File: src/rtl/lif_sched_pkg.sv
// -----------------------------------------------------------------------------
// lif_sched_pkg
// Shared types and widths for the time-multiplexed LIF neuron scheduler.
//   POT_W  : membrane potential width
//   REF_W  : refractory counter width
//   SYN_N  : synapses (spike bits / weights) per neuron
//   SUM_W  : width of the un-saturated synaptic sum
//   lif_state_e : scheduler FSM states
// -----------------------------------------------------------------------------
package lif_sched_pkg;

   localparam int POT_W = 8;
   localparam int REF_W = 4;
   localparam int SYN_N = 8;

   // The eight weights alone fit in 11 bits (max 2040), but adding a stored
   // potential of up to 255 reaches 2295. One extra bit keeps that sum from
   // wrapping so saturation to 255 is always correct.
   localparam int SUM_W = 12;

   typedef enum logic [2:0] {
      IDLE   = 3'd0,
      FETCH  = 3'd1,
      UPDATE = 3'd2,
      EMIT   = 3'd3,
      DONE   = 3'd4
   } lif_state_e;

endpackage

File: src/rtl/lif_update_unit.sv
// -----------------------------------------------------------------------------
// lif_update_unit
// Purely combinational leaky-integrate-and-fire update for one neuron.
// Inputs : potential, refrac (current neuron state), spike_in, weight
//          (synaptic data), threshold, leak_value, tref (step config).
// Outputs: potential_next, refrac_next (state to write back), fire.
// -----------------------------------------------------------------------------
module lif_update_unit
   import lif_sched_pkg::*;
(
   input  logic [POT_W-1:0]       potential,
   input  logic [REF_W-1:0]       refrac,
   input  logic [SYN_N-1:0]       spike_in,
   input  logic [SYN_N*POT_W-1:0] weight,
   input  logic [POT_W-1:0]       threshold,
   input  logic [POT_W-1:0]       leak_value,
   input  logic [REF_W-1:0]       tref,
   output logic [POT_W-1:0]       potential_next,
   output logic [REF_W-1:0]       refrac_next,
   output logic                   fire
);

   logic [SUM_W-1:0] sum_full;
   logic [POT_W-1:0] sum_sat;
   logic [POT_W-1:0] over_leak;

   always_comb begin
      sum_full = SUM_W'(potential);
      for (int k = 0; k < SYN_N; k++) begin
         if (spike_in[k]) begin
            sum_full = sum_full + SUM_W'(weight[POT_W*k +: POT_W]);
         end
      end
      // Any bit above the potential width means the sum exceeded 255.
      sum_sat   = (|sum_full[SUM_W-1:POT_W]) ? {POT_W{1'b1}} : sum_full[POT_W-1:0];
      over_leak = sum_sat - leak_value;

      potential_next = '0;
      refrac_next    = refrac;
      fire           = 1'b0;
      if (refrac != '0) begin
         refrac_next = refrac - 1'b1;
      end else if (sum_sat >= leak_value) begin
         if (over_leak >= threshold) begin
            refrac_next = tref;
            fire        = 1'b1;
         end else begin
            potential_next = over_leak;
         end
      end
   end

endmodule

File: src/rtl/lif_neuron_scheduler.sv
// -----------------------------------------------------------------------------
// lif_neuron_scheduler
// Evaluates NUM_NEURONS virtual LIF neurons per timestep through a single
// shared lif_update_unit, visiting neurons in index order.
// Ports:
//   clk, reset_n                  clock, async active-low reset
//   step_start                    pulse to begin a timestep (ignored when busy)
//   threshold, leak_value, tref   step config, captured on accepted step_start
//   syn_req, syn_idx              request synaptic data for neuron syn_idx
//   syn_valid, spike_in, weight   synaptic data response
//   out_valid, out_idx, out_ready spike event output
//   busy, step_done               step in progress / one-cycle completion pulse
//   dbg_idx, dbg_potential,
//   dbg_refrac                    combinational read of one neuron's state
//   dbg_state                     current FSM state
//
// Handshakes: the synapse fetch completes in the cycle where syn_req and
// syn_valid are both high; syn_req/syn_idx stay constant until then and
// syn_valid is ignored while syn_req is low. An output event transfers in the
// cycle where out_valid and out_ready are both high; out_valid/out_idx stay
// constant until then and never depend combinationally on out_ready.
// -----------------------------------------------------------------------------
module lif_neuron_scheduler
   import lif_sched_pkg::*;
#(
   parameter int NUM_NEURONS = 16,
   parameter int IDX_W       = $clog2(NUM_NEURONS)
)
(
   input  logic                   clk,
   input  logic                   reset_n,
   input  logic                   step_start,
   input  logic [POT_W-1:0]       threshold,
   input  logic [POT_W-1:0]       leak_value,
   input  logic [REF_W-1:0]       tref,
   output logic                   syn_req,
   output logic [IDX_W-1:0]       syn_idx,
   input  logic                   syn_valid,
   input  logic [SYN_N-1:0]       spike_in,
   input  logic [SYN_N*POT_W-1:0] weight,
   output logic                   out_valid,
   output logic [IDX_W-1:0]       out_idx,
   input  logic                   out_ready,
   output logic                   busy,
   output logic                   step_done,
   input  logic [IDX_W-1:0]       dbg_idx,
   output logic [POT_W-1:0]       dbg_potential,
   output logic [REF_W-1:0]       dbg_refrac,
   output logic [2:0]             dbg_state
);

   localparam logic [IDX_W-1:0] LAST_IDX = IDX_W'(NUM_NEURONS - 1);

   lif_state_e             state_q, state_d;
   logic [IDX_W-1:0]       idx_q, idx_d;
   logic [POT_W-1:0]       thr_q, leak_q;
   logic [REF_W-1:0]       tref_q;
   logic [SYN_N-1:0]       spk_q;
   logic [SYN_N*POT_W-1:0] wgt_q;
   logic                   cfg_load, syn_load;

   logic                   syn_req_q, out_valid_q, busy_q, step_done_q;
   logic [IDX_W-1:0]       syn_idx_q, out_idx_q;

   logic [POT_W-1:0]       pot_q [NUM_NEURONS];
   logic [REF_W-1:0]       ref_q [NUM_NEURONS];

   logic [POT_W-1:0]       upd_pot;
   logic [REF_W-1:0]       upd_ref;
   logic                   upd_fire;

   lif_update_unit u_update (
      .potential      (pot_q[idx_q]),
      .refrac         (ref_q[idx_q]),
      .spike_in       (spk_q),
      .weight         (wgt_q),
      .threshold      (thr_q),
      .leak_value     (leak_q),
      .tref           (tref_q),
      .potential_next (upd_pot),
      .refrac_next    (upd_ref),
      .fire           (upd_fire)
   );

   // Next-state logic. "Advance" (after a non-firing update or an accepted
   // event) moves to the next neuron or finishes the step after the last one.
   always_comb begin
      state_d  = state_q;
      idx_d    = idx_q;
      cfg_load = 1'b0;
      syn_load = 1'b0;
      case (state_q)
         IDLE: begin
            if (step_start) begin
               state_d  = FETCH;
               idx_d    = '0;
               cfg_load = 1'b1;
            end
         end
         FETCH: begin
            if (syn_req_q && syn_valid) begin
               state_d  = UPDATE;
               syn_load = 1'b1;
            end
         end
         UPDATE: begin
            if (upd_fire) begin
               state_d = EMIT;
            end else if (idx_q == LAST_IDX) begin
               state_d = DONE;
            end else begin
               state_d = FETCH;
               idx_d   = idx_q + 1'b1;
            end
         end
         EMIT: begin
            if (out_valid_q && out_ready) begin
               if (idx_q == LAST_IDX) begin
                  state_d = DONE;
               end else begin
                  state_d = FETCH;
                  idx_d   = idx_q + 1'b1;
               end
            end
         end
         DONE: begin
            state_d = IDLE;
         end
         default: begin
            state_d = IDLE;
         end
      endcase
   end

   // Control registers; outputs are registered from the next state so they
   // line up with the state they describe.
   always_ff @(posedge clk or negedge reset_n) begin
      if (!reset_n) begin
         state_q     <= IDLE;
         idx_q       <= '0;
         thr_q       <= '0;
         leak_q      <= '0;
         tref_q      <= '0;
         spk_q       <= '0;
         wgt_q       <= '0;
         syn_req_q   <= 1'b0;
         syn_idx_q   <= '0;
         out_valid_q <= 1'b0;
         out_idx_q   <= '0;
         busy_q      <= 1'b0;
         step_done_q <= 1'b0;
      end else begin
         state_q     <= state_d;
         idx_q       <= idx_d;
         if (cfg_load) begin
            thr_q  <= threshold;
            leak_q <= leak_value;
            tref_q <= tref;
         end
         if (syn_load) begin
            spk_q <= spike_in;
            wgt_q <= weight;
         end
         syn_req_q   <= (state_d == FETCH);
         syn_idx_q   <= idx_d;
         out_valid_q <= (state_d == EMIT);
         out_idx_q   <= idx_d;
         busy_q      <= (state_d != IDLE);
         step_done_q <= (state_d == DONE);
      end
   end

   // Neuron state file; written back on the UPDATE edge.
   always_ff @(posedge clk or negedge reset_n) begin
      if (!reset_n) begin
         for (int n = 0; n < NUM_NEURONS; n++) begin
            pot_q[n] <= '0;
            ref_q[n] <= '0;
         end
      end else if (state_q == UPDATE) begin
         pot_q[idx_q] <= upd_pot;
         ref_q[idx_q] <= upd_ref;
      end
   end

   assign syn_req       = syn_req_q;
   assign syn_idx       = syn_idx_q;
   assign out_valid     = out_valid_q;
   assign out_idx       = out_idx_q;
   assign busy          = busy_q;
   assign step_done     = step_done_q;
   assign dbg_potential = pot_q[dbg_idx];
   assign dbg_refrac    = ref_q[dbg_idx];
   assign dbg_state     = state_q;

endmodule

File: config.mk
export PLATFORM = sky130hd
export DESIGN_NAME = lif_neuron_scheduler
export DESIGN_NICKNAME = d
export VERILOG_FILES = /design/src/rtl/lif_sched_pkg.sv /design/src/rtl/lif_update_unit.sv /design/src/rtl/lif_neuron_scheduler.sv
export SDC_FILE = /design/constraint.sdc
export NUM_CORES = 1
export LEC_CHECK = 0
export ABC_CLOCK_PERIOD_IN_PS = 15300
export CORE_ASPECT_RATIO = 1.4
export CORE_MARGIN = 2
export CORE_UTILIZATION = 60
export DETAILED_ROUTE_END_ITERATION = 16
export HOLD_SLACK_MARGIN = 0.12
export PLACE_DENSITY = 0.86
export SYNTH_ARGS = -nofsm -noshare
export SYNTH_HDL_FRONTEND = slang
export SYNTH_HIERARCHICAL = 1
export SYNTH_SLANG_ARGS = --single-unit
File: constraint.sdc
create_clock -name clk -period 15.3 [get_ports clk]
set_input_delay 4.59 -clock clk [delete_from_list [all_inputs] [get_ports clk]]
set_output_delay 4.59 -clock clk [all_outputs]
set_load 0.01 [all_outputs]
Word-level counts from Yosys, hierarchy flattened --
Index checks and enable logic that the tools add are counted.
Storage, ports and cells: flip-flop bits (word level) 295, bits of input ports 101, output and inout bits 27, logic and storage cells 131
Cells by class: add/sub/neg operators 11, $lt $le $gt $ge 5, equality and inequality tests 10, mux-type cells 51, bitwise gates (word level) 2, reductions and logical operators 9
Operators by type and width (number):
- bitwise mux 128 bit | 1
- 2-to-1 mux 12 bit | 8
- adder 12 x 8 -> 12 bit | 7
- 2-to-1 mux 8 bit | 9
- binary-select mux 8 bit (select 4 bit) | 2
- bitwise mux 64 bit | 1
- 2-to-1 mux 4 bit | 12
- binary-select mux 4 bit (select 4 bit) | 2
- demux 8 bit (select 4 bit) | 1
- demux 4 bit (select 4 bit) | 1
- greater-or-equal comparator 8 bit | 2
- 2-to-1 mux 3 bit | 5
- case mux 3 bit (4 select lines) | 1
- case mux 4 bit (3 select lines) | 1
- greater-or-equal comparator 5 bit (second input constant) | 2
- NOT 4 -> 5 bit | 2
- adder 8 x 8 -> 9 bit | 1
- == test 3 x 2 -> 1 bit (second input constant) | 3
- subtractor 8 bit | 1
- 2-to-1 mux 1 bit | 7
- == test 3 x 1 -> 1 bit (second input constant) | 2
- inequality test 2 bit (second input constant) | 3
- nonzero test 3 bit | 2
- < comparator 5 x 1 -> 1 bit (second input constant) | 1
- 9 further kinds | 11

Longest topological paths before layout --
Gate-level depths: netlist of the first run.
depth in word-level cells 30, depth in mapped cells 72, mapped depth without buffers 69

Cells and area by module --
Netlist of the first run, hierarchy kept.
Modules (own cells, without submodules):
- lif_neuron_scheduler | times used 1, cells an instance 902, area each 14149.8 um^2
- lif_update_unit | times used 1, cells an instance 650, area each 4621.9 um^2

Worst setup path before layout of the first run --
Ideal clock, no wire load.
path kind reg2reg, start reg, netlist name out_idx[0], end reg busy_q, in the netlist busy, data arrival time 12.897 ns, required time 15.164 ns, path slack 2.266 ns, stages on the path, launching flop included 69, buffers on the path 2, clock period less this slack 13.034 ns, cells stage by stage dfrtp_1 -> clkbuf_1 -> buf_2 -> mux4_2 -> a22oi_1 -> nand2_1 -> ha_1 -> fa_1 -> a21o_1 -> a21oi_1 -> xnor2_1 -> mux2_2 -> ha_1 -> o21a_1 -> o31a_1 -> a21oi_1 -> mux2_2 -> ha_1 -> (+33 left out) -> and2_1 -> ha_1 -> fa_1 -> inv_1 -> ha_1 -> a21o_1 -> a21o_1 -> a21o_1 -> a21oi_1 -> nor2b_1 -> o21ai_0 -> nand2b_1 -> a21oi_1 -> nor2_1 -> nand3b_1 -> o221ai_1 -> a21o_1 -> or3b_2
RTL lines:
- end signal: assignment | line lif_neuron_scheduler.sv:168 | busy_q <= (state_d != IDLE);
- end: declaration | line lif_neuron_scheduler.sv:62 | logic syn_req_q, out_valid_q, busy_q, step_done_q;

==> impl_results.md, run 1 <==
- Worst EP required: 15.76 ns
- Reg clk slew, reported paths: 0.07 ns
- Die area: 0.0327 mm^2
- Chip Height: 213 um
- Syn Inst Count: 1,552
- CP most frequent cell: ha_1
- CP arrival: 14.76 ns
- CTS Sinks: 295
- IO Port Bufs: 127
- Gr ovfl total: 0
- Core area: 0.0308 mm^2
- Largest net degree at the start of global routing: 181
- Cell with the most instances after synthesis: dfrtp_1
- Adder-cell area share of the yosys netlist: 6.69%
- Setup WS pre-CTS: 0.521 ns
- Worst Path Class, Setup: reg2reg
- Post-synthesis mux area share: 30.9%
- DRC Markers: 0
- Sequential share of the synthesized area: 39.3%
- Syn Area/Cell: 12.1 um^2
- Max Fanout on Critical Path: 13
- Post-DP HPWL: 32.1 mm
- Final ANT Viol Nets: 0
- Post-Syn Area: 0.0188 mm^2
- Fin crit share: 93.5%
- List of most frequent post-synthesis cells: dfrtp_1, mux2_2, mux4_2
- Critical path startpoint category: register
- GP Congestion: 0.919
- Post-synth top area share: 39.3%
- GRT Overall Usage: 29.8%
- Post-layout util: 69.6%
- I/O pin cnt: 128
- DRT iter0 DRCs: 1,270
- Slew HR: 12.6%
- Most common flop cell mapped by yosys: dfrtp_1
- Post-CTS Hold Buffers: 0
- Row count: 76
- Syn nets: 1,748
- Max-slew violations: 0
- Fillers: 2,057
- DRT Pass-1 Iters: 5
- Cell taking the most area after synthesis: dfrtp_1
- First-pass GRT wire length: 76.7 mm
- Max-cap violations: 0
- Slowest CP cell: dfrtp_1
- Worst Tran Pin Value: 1.31 ns
- EDFF count, synth: 0
- Initial cell density of the core: 60.9%
- Setup Viol. Count Final: 0
- Final setup skew: 0.0295 ns
- Layout cells sized above 1: 30.6%
- Final Hold Fails: 0
- Initial antenna violation count: 1
- Top post-synthesis cells by area: dfrtp_1, mux2_2, mux4_2, ha_1, a22oi_1
- Skew-Pair Late Insertion Delay: 0.59 ns
- Vias: 13,800
- Diode count: 0
- Highest clock rate: 69.9 MHz
- CP endpoint kind: register
- CTS tree: built
- Post-Synth Simple-Gate Area: 7.09%
- Hold crit path type: reg2reg
- Avg Vias per Cell: 6.67
- Setup slack after layout: 0.996 ns
- Final layout net count: 1,847
- Yosys cell types: 82
- H-Tree Depth: 1
- Num CTS Buffers: 30
- Async SR Flop Fraction: 100%
- Max incr delay on CP: 0.67 ns
- Die W: 153 um
- Flops & latches, synth: 295
- Largest family of logic cells by synthesized area: multiplexers
- Ys Warns: 6
- Number of global-route vias before repair: 14,400
- Synth Area in Compound Gates: 10.0%
- Drt total wl: 49.1 mm
- Root Driver: clkbuf_16
- Clock Path Buffers: 3
- Layout area overhead: 14.2%
- Post-Synth XOR/XNOR Area: 2.09%
- Routed len/inst: 23.8 um
- Outcome: completed
- Minimum clock period: 14.30 ns
worst max-delay path, delay by kind of cell, from the launching register on:
family,cells,cell delay [ns]
AOI/OAI and AO/OA,27,4.27
xor gates and xnor gates,4,0.39
adders and majority gates,10,3.19
buffers and inverters,3,0.47
DFF,1,0.67
muxes,5,1.30
and+or+nand+nor,16,3.86
layout make-up:
type,instances,area [um^2],share of cell area (%)
multi-input combinational,1098,10700,49.9
clock inverter,10,209,0.975
tap,390,488,2.28
sequential,295,7390,34.5
inverter,69,259,1.21
timing repair buffer,157,1520,7.08
clock buffer,44,873,4.08
logic make-up (layout without fill, tap and decap cells):
kind of cell	after synthesis	in the layout
mux	416	416
flops	295	295
compound gates	280	280
simple gates	264	264
buf+inv	159	280
fa+ha+maj	95	95
xor+xnor	43	43
cells in the final DEF, fill, tap and decap left out, types with 24 or more instances in the layout:
cell type,n
mux4_2,96
mux2_2,293
clkdlybuf4s50_1,124
ha_1,86
inv_1,69
a21oi_1,52
o21a_1,24
o21ai_0,59
clkbuf_16,30
buf_4,28
nand2_1,82
nor2_1,55
xnor2_1,29
dfrtp_1,293
a22oi_1,50
metrics by stage:
step	setup TNS, ns	std cells	hold slack [ns]	instance area (um^2)
after detailed placement	0	1998	0.496	20200
after floorplan	0	1552	0.465	18800
final	0	2063	0.506	21400
after CTS	0	2052	0.509	21300
after global routing	-0.0194	2063	0.519	21400
after global placement	0	1998	0.485	20200
layer usage:
layer  up-vias  GRT usage, %  routed length, um
met5         -             0                  0
met1      6846          35.8              17700
met2       727          52.5              25000
met4         0          14.0               2380
met3       183          5.09               4000
li1       5994             -                  -
worst paths after layout:
path	startpoint	end	slack, ns	cells past startpoint
hold reg to reg	thr_q[4]	thr_q[4]	0.51	1
setup reg to reg	out_idx[2]	busy	1.0	65
max in group asynchronous	reset_n	out_idx[1]	9.71	2
min in group asynchronous	reset_n	ref_q[52]	4.09	1
setup / recovery	out_idx[2]	busy	1.0	65
hold / removal	thr_q[4]	thr_q[4]	0.51	1
flip-flops by register name, indices dropped and copies added (netlist names):
register / flops
ref_q: 64
dbg_state: 3
wgt_q: 64
step_done: 1
syn_req: 1
tref_q: 4
thr_q: 8
spk_q: 8
out_idx: 4
pot_q: 128
leak_q: 8
out_valid: 1
busy: 1
timing repair:
action,CTS,global route
endpoints found under the setup margin,0,203
gates resized for setup,0,6
setup buffers,0,11
Power of run 1 is not shown: default switching activity piles up to over one toggle a cycle in this logic, so the estimate is an artifact.
==> run 2: changes to the inputs <==
PLACE_DENSITY = 0.81   (was 0.86)
==> run 2 against run 1 <==
Via count down 2.1%. Non-clock buffer count down 8. Critical path type unchanged. Count of clock-buffer cells in the layout down 1. Die area unchanged. Critical path depth unchanged. Setup slack worse by 0.20 ns. Register-to-register slack worse by 0.20 ns. Utilization down 0.25 points.
==> impl_results.md, run 2 (same netlist as run 1, synthesis figures left out) <==
- Critical path startpoint category: register (unchanged)
- Root Driver: clkbuf_16 (unchanged)
- Largest net degree at the start of global routing: 181 (unchanged)
- Worst Path Class, Setup: reg2reg (unchanged)
- Routed len/inst: 23.1 um (was 23.8 um)
- Setup slack after layout: 0.792 ns (was 0.996 ns)
- Die area: 0.0327 mm^2 (unchanged)
- Minimum clock period: 14.51 ns (was 14.30 ns)
- Avg Vias per Cell: 6.55 (was 6.67)
- Number of global-route vias before repair: 13,900 (was 14,400)
- Final layout net count: 1,839 (was 1,847)
- Diode count: 0 (unchanged)
- CTS Sinks: 295 (unchanged)
- Vias: 13,500 (was 13,800)
- Setup Viol. Count Final: 0 (unchanged)
- Clock Path Buffers: 3 (unchanged)
- Commonest non-fill, non-tap cells in the layout: mux2_2, dfrtp_1, clkdlybuf4s50_1 (unchanged)
- Setup WS pre-CTS: 0.662 ns (was 0.521 ns)
- Max incr delay on CP: 0.68 ns (was 0.67 ns)
- Layout cells sized above 1: 30.3% (was 30.6%)
- Worst EP required: 15.83 ns (was 15.76 ns)
- Reg clk slew, reported paths: 0.07 ns (about the same)
- Slew HR: 22.2% (was 12.6%)
- Die W: 153 um (unchanged)
- Post-Place Cells: 1,999 (was 1,998)
- Outcome: completed (unchanged)
- CP most frequent cell: ha_1 (unchanged)
- DRT iter0 DRCs: 885 (was 1,270)
- Crit-path leading delay family: compound AO/OA/AOI/OAI gates (unchanged)
- Skew-Pair Late Insertion Delay: 0.60 ns (was 0.59 ns)
- Non-filler instance count after layout: 2,055 (was 2,063)
- Final ANT Viol Nets: 0 (unchanged)
- Num CTS Buffers: 30 (unchanged)
- WP buf/inv: 5 (was 3)
- Initial cell density of the core: 60.9% (unchanged)
- I/O pin cnt: 128 (unchanged)
- Slowest CP cell: dfrtp_4 (was dfrtp_1)
- Hold crit path type: reg2reg (unchanged)
- H-Tree Depth: 1 (unchanged)
- GP Congestion: 0.899 (was 0.919)
- Fin area: 0.0214 mm^2 (about the same)
- CTS tree: built (unchanged)
- Fin crit share: 94.8% (was 93.5%)
- GRT Overall Usage: 29.1% (was 29.8%)
- Max-slew violations: 0 (unchanged)
- Initial antenna violation count: 0 (was 1)
- RSZ-0062 raised after global routing: false
- Post-DP HPWL: 32.1 mm (about the same)
- CP endpoint kind: register (unchanged)
- Final Hold Fails: 0 (unchanged)
- Core area: 0.0308 mm^2 (unchanged)
- Final setup TNS: 0 ns (unchanged)
- DRC Markers: 0 (unchanged)
- Layout area overhead: 13.7% (was 14.2%)
- IO Port Bufs: 127 (unchanged)
- Largest reg by FF count: pot_q (unchanged)
- Max reg flops: 128 (unchanged)
- Max-cap violations: 0 (unchanged)
- Highest clock rate: 68.9 MHz (was 69.9 MHz)
- Max Fanout on Critical Path: 16 (was 13)
- Chip Height: 213 um (unchanged)
- Row count: 76 (unchanged)
- Gr ovfl total: 0 (unchanged)
- Worst Tran Pin Value: 1.17 ns (was 1.31 ns)
- First-pass GRT wire length: 74.6 mm (was 76.7 mm)
- CP arrival: 15.04 ns (was 14.76 ns)
- Placed Area: 0.0202 mm^2 (about the same)
- DRT Pass-1 Iters: 5 (unchanged)
- Largest regs: pot_q: 128 flops, ref_q: 64 flops, wgt_q: 64 flops (unchanged)
- Drt total wl: 47.6 mm (was 49.1 mm)
- Final setup skew: 0.0291 ns (was 0.0295 ns)
run 2: cell types whose count changed in the layout (fill, tap and decap cells not counted), sizes merged:
| cell | change |
|---|---|
| buf | -8 |
| clkbuf | -1 |
| bufinv | -1 |
| clkinv | +2 |
run 2: per-layer routing:
metal	vias up	GRT usage (%)	routed length [um]	part of all wire, %
met5	-	0	0	0
met4	0	14.6	2510	5.3
met3	154	4.63	3350	7.0
met2	546	50.6	23900	50
met1	6786	35.3	17800	37
li1	5978	-	-	-
run 2: worst reg2reg max path: cells and delay by family, from the launching register on:
family,cells,cell delay (ns)
buf+inv,5,0.64
xor+xnor,3,0.26
fa+ha+maj,11,3.54
mux,7,2.12
compound gates,26,4.19
simple gates,13,3.02
flops,1,0.68
run 2: timing repair:
| item | CTS | global route |
|---|---|---|
| setup buffers | 0 | 2 |
| gates resized for setup | 0 | 2 |
| setup endpoints to repair | 0 | 115 |
| hold buffers | 0 | 0 |
run 2: cell type report:
type | instances | area (um^2)
multi-input combinational | 1098 | 10700
fill | 2192 | 9460
sequential | 295 | 7390
timing repair buffer | 149 | 1460
clock buffer | 43 | 890
tap | 390 | 488
inverter | 69 | 259
clock inverter | 11 | 193
run 2: per-stage QoR:
stage | utilization (%) | hold slack, ns
global placement | 65.7 | 0.483
global route | 69.3 | 0.531
detailed placement | 65.7 | 0.492
floorplan | - | 0.465
finish | 69.3 | 0.511
CTS | 69.2 | 0.510
run 2: path summary, 6_finish.rpt:
path / to / from / cells after the start / slack [ns]
max: pot_q[109] / out_idx[0] / 65 / 0.79
min: thr_q[3] / thr_q[3] / 1 / 0.51
max reg2reg: pot_q[109] / out_idx[0] / 65 / 0.79
min reg2reg: thr_q[3] / thr_q[3] / 1 / 0.51
max in group asynchronous: out_idx[0] / reset_n / 2 / 9.59
min in group asynchronous: wgt_q[21] / reset_n / 1 / 4.01
Power of run 2 is left out for the same reason.
